### src/rtl/cache_control.sv
// Sequencing FSM for a 2-way, 8-set, write-back/write-allocate cache with per-set LRU.
// Optional macro CACHE_PERF_CNT_EN adds hit/miss/write-back counter outputs.
module cache_control #(
  parameter int NUM_SETS = 8,
  parameter int INDEX_W  = 3
) (
  input  logic               clk_i,
  input  logic               rst_n_i,
  input  logic               mem_read_i,
  input  logic               mem_write_i,
  input  logic [INDEX_W-1:0] index_i,
  input  logic               hit_0_i,
  input  logic               hit_1_i,
  input  logic               valid_out_0_i,
  input  logic               valid_out_1_i,
  input  logic               dirty_out_0_i,
  input  logic               dirty_out_1_i,
  input  logic               pmem_resp_i,
  output logic               mem_resp_o,
  output logic               pmem_read_o,
  output logic               pmem_write_o,
  output logic               pmem_addr_sel_o,
  output logic               data_in_sel_o,
  output logic               load_data_0_o,
  output logic               load_tag_0_o,
  output logic               load_valid_0_o,
  output logic               load_dirty_0_o,
  output logic               load_data_1_o,
  output logic               load_tag_1_o,
  output logic               load_valid_1_o,
  output logic               load_dirty_1_o,
  output logic               valid_in_o,
  output logic               dirty_in_o,
`ifdef CACHE_PERF_CNT_EN
  output logic [31:0]        hit_count_o,
  output logic [31:0]        miss_count_o,
  output logic [31:0]        wb_count_o,
`endif
  output logic               way_sel_o
);

  typedef enum logic [1:0] {
    S_CHECK = 2'd0,
    S_WB    = 2'd1,
    S_FILL  = 2'd2
  } state_e;

  state_e              state_q, state_d;
  logic [NUM_SETS-1:0] lru_q, lru_d;

  logic req, hit, hit_way, victim, victim_dirty;

  assign req     = mem_read_i | mem_write_i;
  assign hit     = hit_0_i | hit_1_i;
  assign hit_way = hit_1_i & ~hit_0_i;
  assign victim  = lru_q[index_i];
  assign victim_dirty = victim ? (valid_out_1_i & dirty_out_1_i)
                               : (valid_out_0_i & dirty_out_0_i);

  // Outputs depend on same-cycle hit and pmem_resp (zero-wait hit, fill on
  // the response cycle), so they are decoded from state plus inputs.
  always_comb begin
    state_d         = state_q;
    lru_d           = lru_q;
    mem_resp_o      = 1'b0;
    pmem_read_o     = 1'b0;
    pmem_write_o    = 1'b0;
    pmem_addr_sel_o = 1'b0;
    data_in_sel_o   = 1'b0;
    load_data_0_o   = 1'b0;
    load_tag_0_o    = 1'b0;
    load_valid_0_o  = 1'b0;
    load_dirty_0_o  = 1'b0;
    load_data_1_o   = 1'b0;
    load_tag_1_o    = 1'b0;
    load_valid_1_o  = 1'b0;
    load_dirty_1_o  = 1'b0;
    valid_in_o      = 1'b0;
    dirty_in_o      = 1'b0;
    way_sel_o       = 1'b0;
    if (rst_n_i) begin
      case (state_q)
        S_CHECK: begin
          if (req && hit) begin
            mem_resp_o     = 1'b1;
            way_sel_o      = hit_way;
            lru_d[index_i] = ~hit_way;
            if (mem_write_i) begin
              data_in_sel_o = 1'b1;
              dirty_in_o    = 1'b1;
              if (hit_way) begin
                load_data_1_o  = 1'b1;
                load_dirty_1_o = 1'b1;
              end else begin
                load_data_0_o  = 1'b1;
                load_dirty_0_o = 1'b1;
              end
            end
          end else if (req) begin
            state_d = victim_dirty ? S_WB : S_FILL;
          end
        end
        S_WB: begin
          pmem_write_o    = 1'b1;
          pmem_addr_sel_o = 1'b1;
          way_sel_o       = victim;
          if (pmem_resp_i) state_d = S_FILL;
        end
        S_FILL: begin
          pmem_read_o = 1'b1;
          way_sel_o   = victim;
          if (pmem_resp_i) begin
            valid_in_o = 1'b1;
            state_d    = S_CHECK;
            if (victim) begin
              load_data_1_o  = 1'b1;
              load_tag_1_o   = 1'b1;
              load_valid_1_o = 1'b1;
              load_dirty_1_o = 1'b1;
            end else begin
              load_data_0_o  = 1'b1;
              load_tag_0_o   = 1'b1;
              load_valid_0_o = 1'b1;
              load_dirty_0_o = 1'b1;
            end
          end
        end
        default: state_d = S_CHECK;
      endcase
    end
  end

  always_ff @(posedge clk_i or negedge rst_n_i) begin
    if (!rst_n_i) begin
      state_q <= S_CHECK;
      lru_q   <= '0;
    end else begin
      state_q <= state_d;
      lru_q   <= lru_d;
    end
  end

`ifdef CACHE_PERF_CNT_EN
  logic        hit_ev, miss_ev, wb_ev;
  logic [31:0] hit_count_q, miss_count_q, wb_count_q;

  assign hit_ev  = (state_q == S_CHECK) & req & hit;
  assign miss_ev = (state_q == S_CHECK) & req & ~hit;
  assign wb_ev   = (state_q == S_WB) & pmem_resp_i;

  always_ff @(posedge clk_i or negedge rst_n_i) begin
    if (!rst_n_i) begin
      hit_count_q  <= '0;
      miss_count_q <= '0;
      wb_count_q   <= '0;
    end else begin
      if (hit_ev)  hit_count_q  <= hit_count_q + 32'd1;
      if (miss_ev) miss_count_q <= miss_count_q + 32'd1;
      if (wb_ev)   wb_count_q   <= wb_count_q + 32'd1;
    end
  end

  assign hit_count_o  = hit_count_q;
  assign miss_count_o = miss_count_q;
  assign wb_count_o   = wb_count_q;
`endif

endmodule

### config.mk
export PLATFORM = sky130hd
export DESIGN_NAME = cache_control
export DESIGN_NICKNAME = d
export VERILOG_FILES = /design/src/rtl/cache_control.sv
export SDC_FILE = /design/constraint.sdc
export NUM_CORES = 1
export LEC_CHECK = 0
export BUFFER_PORTS_ARGS = -buffer_cell sky130_fd_sc_hd__buf_2
export CAP_MARGIN = 40
export CELL_PAD_IN_SITES_DETAIL_PLACEMENT = 0
export CELL_PAD_IN_SITES_GLOBAL_PLACEMENT = 1
export CORE_ASPECT_RATIO = 1.5
export CORE_UTILIZATION = 36
export CTS_BUF_LIST = sky130_fd_sc_hd__clkbuf_2 sky130_fd_sc_hd__clkbuf_4 sky130_fd_sc_hd__clkbuf_8
export DETAILED_ROUTE_END_ITERATION = 16
export GPL_TIMING_DRIVEN = 0
export PLACE_DENSITY = 0.9
export SLEW_MARGIN = 20
export SYNTH_ARGS = -nofsm -noshare
export SYNTH_HDL_FRONTEND = slang
export SYNTH_SLANG_ARGS = --single-unit
export TNS_END_PERCENT = 20
### constraint.sdc
create_clock -name clk_i -period 2.1 [get_ports clk_i]
set_input_delay 0.315 -clock clk_i [delete_from_list [all_inputs] [get_ports clk_i]]
set_output_delay 0.315 -clock clk_i [all_outputs]
set_load 0.02 [all_outputs]
==> metrics.cfg, run 1 <==
[run_status]
outcome = complete, no violations

[power_and_ir_drop]
swShare = 0.366
power_mw = 1.00
combPwrFrac = 0.501
p_int_mw = 0.635
p_leak_nw = 0.522
p_sw_mw = 0.366
clock_power_share = 0.167
power_density_nw_per_um2 = 953
power_frac_seq = 0.332
ir_drop_uv = 421

[grt]
grt_max_degree = 11
antenna_found_initial = 0
grt_pass1_vias = 692
grt_overflow = 0
grt_pass1_wl_um = 2800
grt_util_all_layers = 0.160

[worst_hold_path]
whs_endpoint = lru_q[7]
hold_path.class = input pin to flip-flop
min_from = index_i[2]
min_path_cells = 3

[critical_path]
critPathMaxStageDelay_ns = 0.37
crit_path_cell_trace = nor4bb_1, a31oi_1, o211ai_2, a31oi_1, nor2b_1, buf_4, buf_6
reg2reg_depth = 6
cp-end-kind = primary output
path_class = flip-flop to primary output
r2r_start = state_q[0]
cp_slowest_cell = dfrtp_1
crit_required_ns = 1.78
cp_top_family = compound AO/OA/AOI/OAI gates
arrival_ns = 1.67
path_buf_inv = 2
r2r_slack_ns = 0.19
start_kind = flip-flop
r2r_end = lru_q[2]
path_max_fanout = 6
cp_common_cell = a31oi_1

[floorplan]
ios = 30
die-area_um2 = 2470
die_h_um = 60.3
fp-row-count = 20
fp.dieW_um = 40.9
start_util = 0.393
coreArea_um2 = 2080

[synthesis]
syn-cell-area_um2 = 817
ys_async_sr_fraction = 1.00
synth_nets = 110
synth_edf_count = 0
ys_seq_area_frac = 0.306
synth_seq_cells = 10
yosys_warnings = 0
ys.flop_type = dfrtp_1
synth_cells = 92
netlist-cell-type-count = 33
syn_avg_cell_area_um2 = 8.88

[clock_network]
clk_pin_slew_worst_paths_ns = 0.07
htreeDepth = 1
cts_tree = yes
clk_latency_ns = 0.26
cts_made_buffers = 3
ctsLongestPathBuffers = 2
cts_root_buffer = clkbuf_4
cts_num_sinks = 10

[detailed_routing]
dr_wl_met2_um = 909
vias = 772
drt_iter0_markers = 7
top_layer = met4
via_per_inst = 5.25
wl_met1_um = 644
drc = 0
finalWirelength_um = 1680
wl_per_cell_um = 11.4
antenna_left = 0
dr_wl_met3_um = 107
firstDrtPassIters = 4

[placement]
place.gp.congestion = 0.703
port_buffers = 27
place_area_um2 = 980
place_inst = 141
post-place-ws_ns = 0.143
dp_hpwl_um = 1330

[layout]
fin_util = 0.506
syn_to_final_growth_pct = 28.6
drive_gt1_frac = 0.448
final_common_cell = buf_2
diodes = 0
layout.nets = 144
final_cell_mix = buf_2, nand2_1, dfrtp_1
fin_area_um2 = 1050
fin_cells = 147

[sta]
fin_crit_ns = 1.99
hold_viol = 0
timing.fmax_mhz = 503
skew_ns = 0.00858
tightest_slew_ns = 0.472
rsz0062_at_grt = true
slew_headroom = 0.685
setup_slack_ns = 0.113
finalCritPeriodShare = 0.946
slew_viol_final = 0
fin_setup_tns_ns = 0
setup-violations-final = 0
fin_hold_ws_ns = 0.417

[job]
cap_violations = 0

## power by group through the flow
stage / registers, mW / logic (mW) / clock network [mW]
after floorplan: 0.323 / 0.358 / 0
after global placement: 0.332 / 0.464 / 0
after detailed placement: 0.337 / 0.473 / 0
after CTS: 0.333 / 0.477 / 0.171
after global routing: 0.349 / 0.564 / 0.186
final: 0.332 / 0.502 / 0.167
## cell families after synthesis
kind of cell | after synthesis | share of synthesized area
AND/OR/NAND/NOR | 41 | 0.274
adder cells (fa/ha/maj) | 4 | 0.0613
multiplexers | 11 | 0.147
flip-flops | 10 | 0.306
buffers and inverters | 11 | 0.0888
AO/OA/AOI/OAI | 15 | 0.123
## per-layer routing
layer | track usage | up-vias
li1 | - | 381
met1 | 0.176 | 353
met2 | 0.299 | 35
met3 | 0.0220 | 3
met4 | 0.0429 | 0
met5 | 0 | -
## synth_stat cells, types with 2 or more instances
master,n,area [um^2]
nor2b_1,2,12.5
dfrtp_1,10,250
nor2_1,9,33.8
o21ai_0,2,10.0
inv_1,2,7.51
and2_2,2,15.0
mux2i_1,3,30.0
nor3b_1,3,22.5
and3_1,2,12.5
a21oi_1,3,15.0
ha_1,4,50.1
buf_4,6,45.0
o21ai_1,2,10.0
mux2_2,8,90.1
nand2_1,10,37.5
nand3_1,2,10.0
and2_1,3,18.8
a31oi_1,2,12.5
nand2b_1,3,18.8
## worst max-delay path by stage
stage / cells past startpoint / startpoint / end / slack, ns
final: 7 / lru_q[2] / load_dirty_1_o / 0.11
after global routing: 7 / lru_q[2] / load_dirty_1_o / -0.01
after CTS: 7 / lru_q[6] / load_dirty_0_o / 0.06
after detailed placement: 6 / state_q[1] / lru_q[2] / 0.14
after global placement: 8 / index_i[1] / load_dirty_0_o / 0.16
after floorplan: 7 / index_i[1] / load_dirty_1_o / 0.18
## worst register-to-register path, cell delays in order (launching register included)
cell     delay (ns)
dfrtp_1        0.41
inv_1          0.10
ha_2           0.22
o21ai_2        0.09
or3_4          0.40
nor3b_1        0.23
mux2_2         0.35
## flip-flops by register name (all words and copies together), names as in the netlist
name / cells
lru_q: 8
state_q: 2
## final cells by class
cell class / instances / area (um^2)
inverter: 2 / 7.51
sequential: 10 / 250
tap: 22 / 27.5
buffer: 9 / 65.1
multi-input combinational: 71 / 503
clock buffer: 4 / 36.3
timing repair buffer: 29 / 161
fill: 206 / 1030
## timing repair
item / in CTS / in global routing
hold endpoints to repair: 10 / 0
endpoints found under the setup margin: 0 / 6
buffers inserted: 0 / 1
hold buffers: 1 / 0
resized for setup: 0 / 7
No activity file was read; power rests on OpenSTA's default activity.
==> run 2: changes to the inputs <==
--- a/config.mk
+++ b/config.mk
@@ -5,11 +5,11 @@
 export SDC_FILE = /design/constraint.sdc
 export NUM_CORES = 1
 export LEC_CHECK = 0
+export ABC_CLOCK_PERIOD_IN_PS = 2100
 export BUFFER_PORTS_ARGS = -buffer_cell sky130_fd_sc_hd__buf_2
 export CAP_MARGIN = 40
 export CELL_PAD_IN_SITES_DETAIL_PLACEMENT = 0
 export CELL_PAD_IN_SITES_GLOBAL_PLACEMENT = 1
-export CORE_ASPECT_RATIO = 1.5
 export CORE_UTILIZATION = 36
 export CTS_BUF_LIST = sky130_fd_sc_hd__clkbuf_2 sky130_fd_sc_hd__clkbuf_4 sky130_fd_sc_hd__clkbuf_8
 export DETAILED_ROUTE_END_ITERATION = 16
==> run 2 against run 1 <==
Non-clock buffer count is 1 lower; hold slack gained 0.00071 ns; die area fell by 0.15%; fmax is 0.92% lower; clock-buffer cell count decreased by 1; combinational power decreased by 2%; flip-flop and latch count unchanged; final area shrank 1.3%; clock skew shrank 0.0079 ns; sequential share of layout area increased by 0.32 points.
==> metrics.cfg, run 2 (synthesis results as in run 1) <==
[run_status]
outcome = complete, no violations

[worst_hold_path]
whs_endpoint = lru_q[7]
min_from = index_i[2]
min_path_cells = 3  ; unchanged
hold_path.class = input pin to flip-flop

[layout]
regMostFlops = lru_q
syn_to_final_growth_pct = 27.0
largestRegisters = lru_q x8, state_q x2
drive_gt1_frac = 0.431  ; -0.0171
fin_area_um2 = 1040  ; -1.3%
final_cell_mix = buf_2, nand2_1, dfrtp_1
fin_util = 0.508  ; +0.00194
layout.nets = 143  ; -0.69%
largest_register_ffs = 8  ; unchanged
diodes = 0  ; unchanged
multi_input_area_um2 = 504  ; +0.25%
final-seq-area_um2 = 250  ; unchanged
n_fill_cell = 206  ; unchanged
final_common_cell = buf_2

[power_and_ir_drop]
p_int_mw = 0.590  ; -7.1%
p_leak_nw = 0.512  ; -1.9%
swShare = 0.385  ; +0.0191
power_density_nw_per_um2 = 924  ; -3.0%
combPwrFrac = 0.513  ; +0.012
power_frac_seq = 0.352  ; +0.020
p_sw_mw = 0.369  ; +0.74%
ir_drop_uv = 442  ; +4.9%
clock_power_share = 0.135  ; -0.032

[critical_path]
cp_common_cell = buf_4
r2r_slack_ns = 0.19  ; about the same
cp_top_family = compound AO/OA/AOI/OAI gates
reg2reg_depth = 6  ; unchanged
path_max_fanout = 6  ; unchanged
crit_required_ns = 1.78  ; about the same
cp-end-kind = primary output
crit_path_cell_trace = nor4bb_2, a31oi_1, o211ai_2, o21ai_1, and2_1, buf_4, buf_4
arrival_ns = 1.69  ; +0.02 ns
path_class = flip-flop to primary output
critPathMaxStageDelay_ns = 0.37  ; about the same
r2r_end = lru_q[2]
r2r_start = state_q[1]
cp_slowest_cell = dfrtp_1
start_kind = flip-flop
path_buf_inv = 2  ; unchanged

[grt]
grt_util_all_layers = 0.153  ; -0.00703
grt_overflow = 0  ; unchanged
grt_pass1_vias = 722  ; +4.3%
grt_max_degree = 11  ; unchanged
antenna_found_initial = 0  ; unchanged
grt_pass1_wl_um = 2880  ; +3.0%

[placement]
place.gp.congestion = 0.795  ; +13%
port_buffers = 27  ; unchanged
place_area_um2 = 986  ; +0.64%
dp_hpwl_um = 1310  ; -1.7%

[sta]
setup-violations-final = 0  ; unchanged
slew_headroom = 0.686  ; +0.00147
skew_ns = 0.000726  ; -0.00786 ns
hold_viol = 0  ; unchanged
timing.fmax_mhz = 499  ; -0.92%
slew_viol_final = 0  ; unchanged
rsz0062_at_grt = true
fin_crit_ns = 2.01  ; +0.0184 ns
finalCritPeriodShare = 0.955  ; +0.00878
tightest_slew_ns = 0.469  ; -0.00219 ns

[clock_network]
clk_latency_ns = 0.26  ; about the same
clk_pin_slew_worst_paths_ns = 0.06  ; about the same
htreeDepth = 1  ; unchanged
cts_tree = yes
cts_num_sinks = 10  ; unchanged
ctsLongestPathBuffers = 2  ; unchanged
cts_root_buffer = clkbuf_4
cts_made_buffers = 3  ; unchanged

[detailed_routing]
via_per_inst = 5.04  ; -4.0%
drc = 0  ; unchanged
antenna_left = 0  ; unchanged
vias = 756  ; -2.1%
drt_iter0_markers = 11  ; +4
wl_per_cell_um = 11.7  ; +2.4%
firstDrtPassIters = 4  ; unchanged
finalWirelength_um = 1760  ; +4.5%

[floorplan]
fp.dieW_um = 49.6  ; +21%
fp-row-count = 16  ; -20%
die-area_um2 = 2460  ; -0.15%
start_util = 0.400  ; +0.00675
ios = 30  ; unchanged
die_h_um = 49.6  ; -18%
coreArea_um2 = 2040  ; -1.7%

[job]
cap_violations = 0  ; unchanged

-- run 2: changes by cell type in the layout (fill, tap and decap cells not counted) --
| cell | change |
|---|---|
| ha_1 | +2 |
| clkbuf_8 | -1 |
| buf_4 | -1 |
| ha_2 | -2 |
| nor4bb_2 | +1 |
| nor4bb_1 | -1 |
-- run 2: layout make-up --
type,count,share of cell area
Multi-Input combinational cell,71,0.486
Sequential cell,10,0.241
Timing Repair Buffer,29,0.156
Buffer,8,0.0555
Tap cell,27,0.0326
Clock buffer,3,0.0217
Inverter,2,0.00724
-- run 2: repair_timing --
item,in CTS,in global routing
resized for setup,0,6
setup buffers,0,1
hold buffers,1,0
endpoints found under the hold margin,10,0
setup endpoints to repair,0,5
-- run 2: worst max path at each step --
stage	startpoint	to	cells after the start	slack (ns)
after global placement	index_i[1]	load_dirty_0_o	8	0.16
after detailed placement	index_i[1]	load_dirty_0_o	8	0.16
after floorplan	index_i[1]	load_dirty_1_o	7	0.18
after global routing	state_q[1]	load_data_1_o	7	-0.02
final	lru_q[2]	load_dirty_0_o	7	0.09
after CTS	lru_q[2]	load_dirty_0_o	7	0.007
-- run 2: power by group through the flow --
stage,combinational (mW),sequential [mW],clock (mW)
3_5_place_dp,0.468,0.339,0
4_1_cts,0.471,0.336,0.137
6_report,0.492,0.338,0.130
2_1_floorplan,0.358,0.323,0
3_3_place_gp,0.458,0.334,0
5_1_grt,0.540,0.349,0.147
-- run 2: metal layers --
layer	vias up	wire length, um	GRT usage
met5	-	0	0
met4	0	6	0.0571
met1	355	821	0.171
met2	19	853	0.277
met3	2	74	0.0370
li1	380	-	-
-- run 2: metrics by stage --
| stage | setup TNS, ns | hold WS (ns) | cells | worst slack (ns) | power, mW |
|---|---|---|---|---|---|
| 6_report | 0 | 0.418 | 150 | 0.0947 | 0.959 |
| 5_1_grt | -0.0199 | 0.416 | 150 | -0.0161 | 1.04 |
| 4_1_cts | 0 | 0.402 | 150 | 0.00717 | 0.945 |
| 3_5_place_dp | 0 | 0.236 | 146 | 0.159 | 0.808 |
| 3_3_place_gp | 0 | 0.232 | 146 | 0.161 | 0.792 |
| 2_1_floorplan | 0 | 0.0194 | 92 | 0.180 | 0.681 |
-- run 2: worst register-to-register path, stage by stage, from the launching register on --
cell and delay [ns]:
dfrtp_1 0.42, inv_1 0.10, ha_1 0.21, o21ai_2 0.10, or3_4 0.40, nor3b_1 0.22
mux2_2 0.35
